$ cat src/rtl/mrc_sign_ec_resolve.sv
// Sign-pair resolver for the MRC digit-5..9 pipeline: classifies A/B sign agreement,
// buffers results in a small FIFO, counts errors/drops and issues rate-limited retries.
module mrc_sign_ec_resolve #(
   parameter int DATA_WIDTH = 18,
   parameter int TAG_WIDTH  = 8,
   parameter int FIFO_AW    = 3,
   parameter int CNT_WIDTH  = 16,
   parameter int RETRY_GAP  = 4
) (
   input  logic                  clk,
   input  logic                  reset_n,
   input  logic                  in_valid,
   input  logic [DATA_WIDTH-1:0] d4_0_8_,
   input  logic [1:0]            Sgn_in_9_A,
   input  logic [1:0]            Sgn_in_9_B,
   input  logic [TAG_WIDTH-1:0]  tag_in,
   input  logic                  clr_cnt,
   input  logic                  out_ready,
   output logic                  out_valid,
   output logic [DATA_WIDTH-1:0] out_digit,
   output logic [1:0]            out_sign,
   output logic [1:0]            out_err,
   output logic [TAG_WIDTH-1:0]  out_tag,
   output logic                  retry_req,
   output logic [TAG_WIDTH-1:0]  retry_tag,
   output logic [CNT_WIDTH-1:0]  err_count,
   output logic [CNT_WIDTH-1:0]  drop_count,
   output logic                  ovf_sticky
);

   localparam int DEPTH = 1 << FIFO_AW;
   localparam int EW    = DATA_WIDTH + TAG_WIDTH + 4;
   localparam int GW    = (RETRY_GAP > 1) ? $clog2(RETRY_GAP) : 1;

   typedef enum logic {IDLE, HOLD} state_t;

   logic [1:0]            cls_sign, cls_err;
   logic                  c_valid;
   logic [1:0]            c_sign, c_err;
   logic [DATA_WIDTH-1:0] c_digit;
   logic [TAG_WIDTH-1:0]  c_tag;
   logic [EW-1:0]         mem [DEPTH];
   logic [EW-1:0]         head;
   logic [FIFO_AW:0]      wr_ptr, rd_ptr, occ;
   logic                  full, pop, do_push, drop, err_ev;
   state_t                state, state_d;
   logic [GW-1:0]         gap, gap_d;
   logic                  fire;

   always_comb begin
      cls_sign = Sgn_in_9_A;
      cls_err  = 2'b00;
      if (Sgn_in_9_A != Sgn_in_9_B) begin
         cls_sign = 2'b11;
         cls_err  = 2'b01;
      end else if (Sgn_in_9_A == 2'b11) begin
         cls_err  = 2'b10;
      end
   end

   always_ff @(posedge clk or negedge reset_n) begin
      if (!reset_n) begin
         c_valid <= 1'b0;
         c_sign  <= '0;
         c_err   <= '0;
         c_digit <= '0;
         c_tag   <= '0;
      end else begin
         c_valid <= in_valid;
         if (in_valid) begin
            c_sign  <= cls_sign;
            c_err   <= cls_err;
            c_digit <= d4_0_8_;
            c_tag   <= tag_in;
         end
      end
   end

   // Extra pointer bit distinguishes full from empty; outputs are gated so they read 0 when empty.
   assign occ       = wr_ptr - rd_ptr;
   assign full      = occ[FIFO_AW];
   assign out_valid = (occ != '0);
   assign pop       = out_valid && out_ready;
   assign do_push   = c_valid && (!full || pop);
   assign drop      = c_valid && full && !pop;
   assign head      = mem[rd_ptr[FIFO_AW-1:0]];
   assign out_digit = out_valid ? head[EW-1 -: DATA_WIDTH] : '0;
   assign out_tag   = out_valid ? head[TAG_WIDTH+3 -: TAG_WIDTH] : '0;
   assign out_sign  = out_valid ? head[3:2] : '0;
   assign out_err   = out_valid ? head[1:0] : '0;

   always_ff @(posedge clk) begin
      if (do_push) mem[wr_ptr[FIFO_AW-1:0]] <= {c_digit, c_tag, c_sign, c_err};
   end

   always_ff @(posedge clk or negedge reset_n) begin
      if (!reset_n) begin
         wr_ptr <= '0;
         rd_ptr <= '0;
      end else begin
         if (do_push) wr_ptr <= wr_ptr + 1'b1;
         if (pop)     rd_ptr <= rd_ptr + 1'b1;
      end
   end

   function automatic logic [CNT_WIDTH-1:0] cnt_next(input logic [CNT_WIDTH-1:0] c,
                                                     input logic ev, input logic clr);
      if (clr)           return CNT_WIDTH'(ev);
      if (ev && c != '1) return c + CNT_WIDTH'(1);
      return c;
   endfunction

   assign err_ev = in_valid && (cls_err != 2'b00);

   always_ff @(posedge clk or negedge reset_n) begin
      if (!reset_n) begin
         err_count  <= '0;
         drop_count <= '0;
         ovf_sticky <= 1'b0;
      end else begin
         err_count  <= cnt_next(err_count, err_ev, clr_cnt);
         drop_count <= cnt_next(drop_count, drop, clr_cnt);
         ovf_sticky <= clr_cnt ? drop : (ovf_sticky | drop);
      end
   end

   always_comb begin
      state_d = state;
      gap_d   = gap;
      fire    = 1'b0;
      case (state)
         IDLE: if (c_valid && c_err == 2'b01) begin
            fire    = 1'b1;
            state_d = HOLD;
            gap_d   = GW'(RETRY_GAP - 1);
         end
         HOLD: begin
            if (gap == '0) state_d = IDLE;
            else           gap_d   = gap - GW'(1);
         end
         default: state_d = IDLE;
      endcase
   end

   always_ff @(posedge clk or negedge reset_n) begin
      if (!reset_n) begin
         state     <= IDLE;
         gap       <= '0;
         retry_req <= 1'b0;
         retry_tag <= '0;
      end else begin
         state     <= state_d;
         gap       <= gap_d;
         retry_req <= fire;
         if (fire) retry_tag <= c_tag;
      end
   end

endmodule

$ cat config.mk
export PLATFORM = sky130hd
export DESIGN_NAME = mrc_sign_ec_resolve
export DESIGN_NICKNAME = d
export VERILOG_FILES = /design/src/rtl/mrc_sign_ec_resolve.sv
export SDC_FILE = /design/constraint.sdc
export NUM_CORES = 1
export LEC_CHECK = 0
export BUFFER_PORTS_ARGS = -buffer_cell sky130_fd_sc_hd__buf_2
export CORE_UTILIZATION = 55
export DETAILED_ROUTE_END_ITERATION = 12
export PLACE_DENSITY = 0.74
export SLEW_MARGIN = 10
export SYNTH_ARGS = -nofsm -noshare
export SYNTH_HDL_FRONTEND = slang
export SYNTH_SLANG_ARGS = --single-unit
$ cat constraint.sdc
create_clock -name clk -period 10.8 [get_ports clk]
set_clock_uncertainty 0.15 [all_clocks]
set_input_delay 3.24 -clock clk [delete_from_list [all_inputs] [get_ports clk]]
set_output_delay 3.24 -clock clk [all_outputs]
set_load 0.01 [all_outputs]
==> impl_metrics.csv <==
group,metric,value,unit
flow_run,max_cap_violations,0,
finish,fin_area,15100,um^2
route,drc,0,
clock_network,cts_hold_buf,0,
floorplanning,fp.dieH,156,um
critical_path,crit_fanout,31,
critical_path,reg2reg_depth,7,
route,drt-initial-drc-count,539,
finish,layout_common_cells,"edfxtp_1, buf_2, dfrtp_1, nand2_1, mux4_2",
finish,syn2layout_area_growth,15.7,%
critical_path,r2r-start,"rd_ptr[0]",
timing,setup_slack,4.22,ns
critical_path,worst-setup-path-type,"flip-flop to output pin",
critical_path,cp_data_required_time,7.41,ns
grt,gr-total-overflow,0,
critical_path,crit_path_start_kind,"flip-flop",
yosys,syn-cell-area,13100,um^2
clock_network,clkTransAtPathRegs,0.06,ns
clock_network,cts_resized,0,
floorplanning,coreArea,23400,um^2
timing,fin_crit_sh,0.609,
hold_path,worstHoldStart,"gap[0]",
route,antenna_left,0,
timing,clock.fmax,152,MHz
finish,fin_util,0.646,
route,via_count,7235,
hold_path,hold_path_class,"flip-flop to flip-flop",
yosys,seq_area_frac_synth,0.713,
finish,drive_gt1_frac,0.307,
critical_path,end_kind,"output pin",
yosys,ys_ff_latch,324,
hold_path,whs_path_depth,1,
clock_network,clk_latency,0.51,ns
hold_path,whs_endpoint,"gap[0]",
power,power.density,267,nW/um^2
finish,final_common_cell,"edfxtp_1",
placed_design,placed_area,14000,um^2
timing,min_period,6.58,ns
critical_path,worstReg2RegEnd,"mem[1][21]",
route,postRouteWirelength,26900,um
timing,max-slew-margin-rel,0.319,
timing,rsz0062_at_grt,"no",
clock_network,postCtsSetupBuffers,0,
yosys,netlist_instances,789,
yosys,async_reset_ff_frac,0.259,
timing,fin_tns_setup,0,ns
finish,diodes,0,
yosys,synth_warnings,0,
yosys,synth_edf_count,240,
grt,grt_max_degree,64,
floorplanning,die_area,24400,um^2
grt,antenna_found_initial,0,
floorplanning,rows,56,
clock_network,cts_root_buf,"clkbuf_16",
timing,tightest_slew,1.02,ns
grt,grt_pass1_vias,7356,
status,status,"finished, final reports clean",
timing,hold_violations,0,
clock_network,htree_levels,2,
grt,grt_pass1_wl,41600,um
timing,drv_slew,0,
floorplanning,dieWidth,156,um
floorplanning,initial_core_util,0.558,
power,peakVddDrop,166,uV
clock_network,clockBufferDepth,3,
placed_design,io_buffers,107,
placed_design,gp_congestion,0.797,
power,total_power,0.00403,W
critical_path,critical_path_arrival,3.19,ns
yosys,syn_avg_cell_area,16.6,um^2
yosys,ys_types,45,
route,dr.pass1.iters,7,
yosys,synthesis.nets,833,
critical_path,rrSetupSlack,7.14,ns
placed_design,post-place-ws,4.70,ns
clock_network,cts.sinks,324,
floorplanning,io_pins,108,
clock_network,cts_tree,"done",
placed_design,dpl.hpwl,14700,um
timing,setup_viol,0,
grt,track_usage,0.231,
clock_network,cts_buffers,34,
route,avgViaCountPerCell,5.78,
yosys,ys.flop_type,"edfxtp_1",
power,leakagePower,5.52,nW
finish,finalNetCount,951,
route,wl_per_cell,21.5,um
[where the power goes]
group,internal (W),switching (W)
clock,0.000708,0.000461
sequential,0.00156,0.000112
combinational,0.000517,0.000679
[worst max path at each step]
stage                     cells past startpoint    endpoint  slack, ns      start
after floorplan                               3   mem[0][0]       3.71  out_ready
after global placement                        9  out_tag[1]       4.79  rd_ptr[0]
after detailed placement                      9  out_tag[1]       4.70  rd_ptr[0]
after CTS                                     9  out_tag[1]       4.15  rd_ptr[0]
after global routing                          9  out_tag[1]       4.01  rd_ptr[0]
final                                         9  out_tag[1]       4.22  rd_ptr[0]
[layer usage]
metal / vias up / global-route usage / wire (um) / share of wire
met5: - / 0 / 0 / 0
met1: 3669 / 0.307 / 11000 / 0.41
met3: 39 / 0.0433 / 1820 / 0.068
li1: 3269 / - / - / -
met4: 0 / 0.0733 / 593 / 0.022
met2: 258 / 0.386 / 13500 / 0.50
[sequential cells by signal, summed over array words and instances, names as in the netlist, 2 cells and up]
signal	flops
mem	240
c_sign	2
wr_ptr	4
c_err	2
c_tag	8
gap	2
drop_count	16
rd_ptr	4
err_count	16
retry_tag	8
c_digit	18
[cells by family after synthesis]
kind of cell	after synthesis	share of synthesized area
flops	324	0.713
compound gates	82	0.0367
simple gates	190	0.0688
buf+inv	59	0.0176
xor+xnor	21	0.0141
mux	104	0.141
fa+ha+maj	9	0.00919
[stage by stage]
| stage | std cells | hold WS [ns] |
|---|---|---|
| 4_1_cts | 1251 | 0.327 |
| 5_1_grt | 1251 | 0.366 |
| 6_report | 1251 | 0.328 |
| 3_3_place_gp | 1190 | 0.308 |
| 2_1_floorplan | 789 | 0.290 |
| 3_5_place_dp | 1190 | 0.320 |
[final cells by class]
cell class / count / area [um^2]
Sequential cell: 324 / 9310
Fill cell: 1652 / 8290
Multi-Input combinational cell: 406 / 3560
Clock buffer: 47 / 941
Timing Repair Buffer: 121 / 643
Tap cell: 319 / 399
Clock inverter: 14 / 181
Inverter: 20 / 75.1
[cells in the mapped netlist (2+ instances only)]
cell type	instances	area share
a21o_1	2	0.0011
a21oi_1	48	0.018
and3_1	7	0.0034
buf_2	7	0.0027
clkbuf_1	32	0.0092
dfrtp_1	84	0.16
edfxtp_1	240	0.55
ha_1	8	0.0077
inv_1	20	0.0057
mux2_2	40	0.034
mux2i_1	3	0.0023
mux4_2	60	0.10
nand2_1	81	0.023
nand3_1	11	0.0042
nand4_1	13	0.0062
nor2_1	35	0.010
nor2b_1	5	0.0024
nor3_1	12	0.0046
nor4_1	5	0.0024
o2111ai_1	4	0.0027
o211ai_1	6	0.0034
o21ai_0	11	0.0042
o31ai_1	4	0.0023
or2_2	2	0.00096
or3_1	7	0.0034
or4_1	4	0.0023
xnor2_1	6	0.0040
xor2_1	15	0.010
[worst max-delay path, cell delays in order, from the launching register on]
cell,delay [ns]
dfrtp_4,0.65
ha_1,0.24
inv_1,0.06
fa_1,0.37
xor2_1,0.15
nor3b_1,0.28
and3_1,0.20
buf_4,0.40
a21oi_1,0.15
buf_2,0.18
Note: power is estimated with default switching activity, not from simulation.
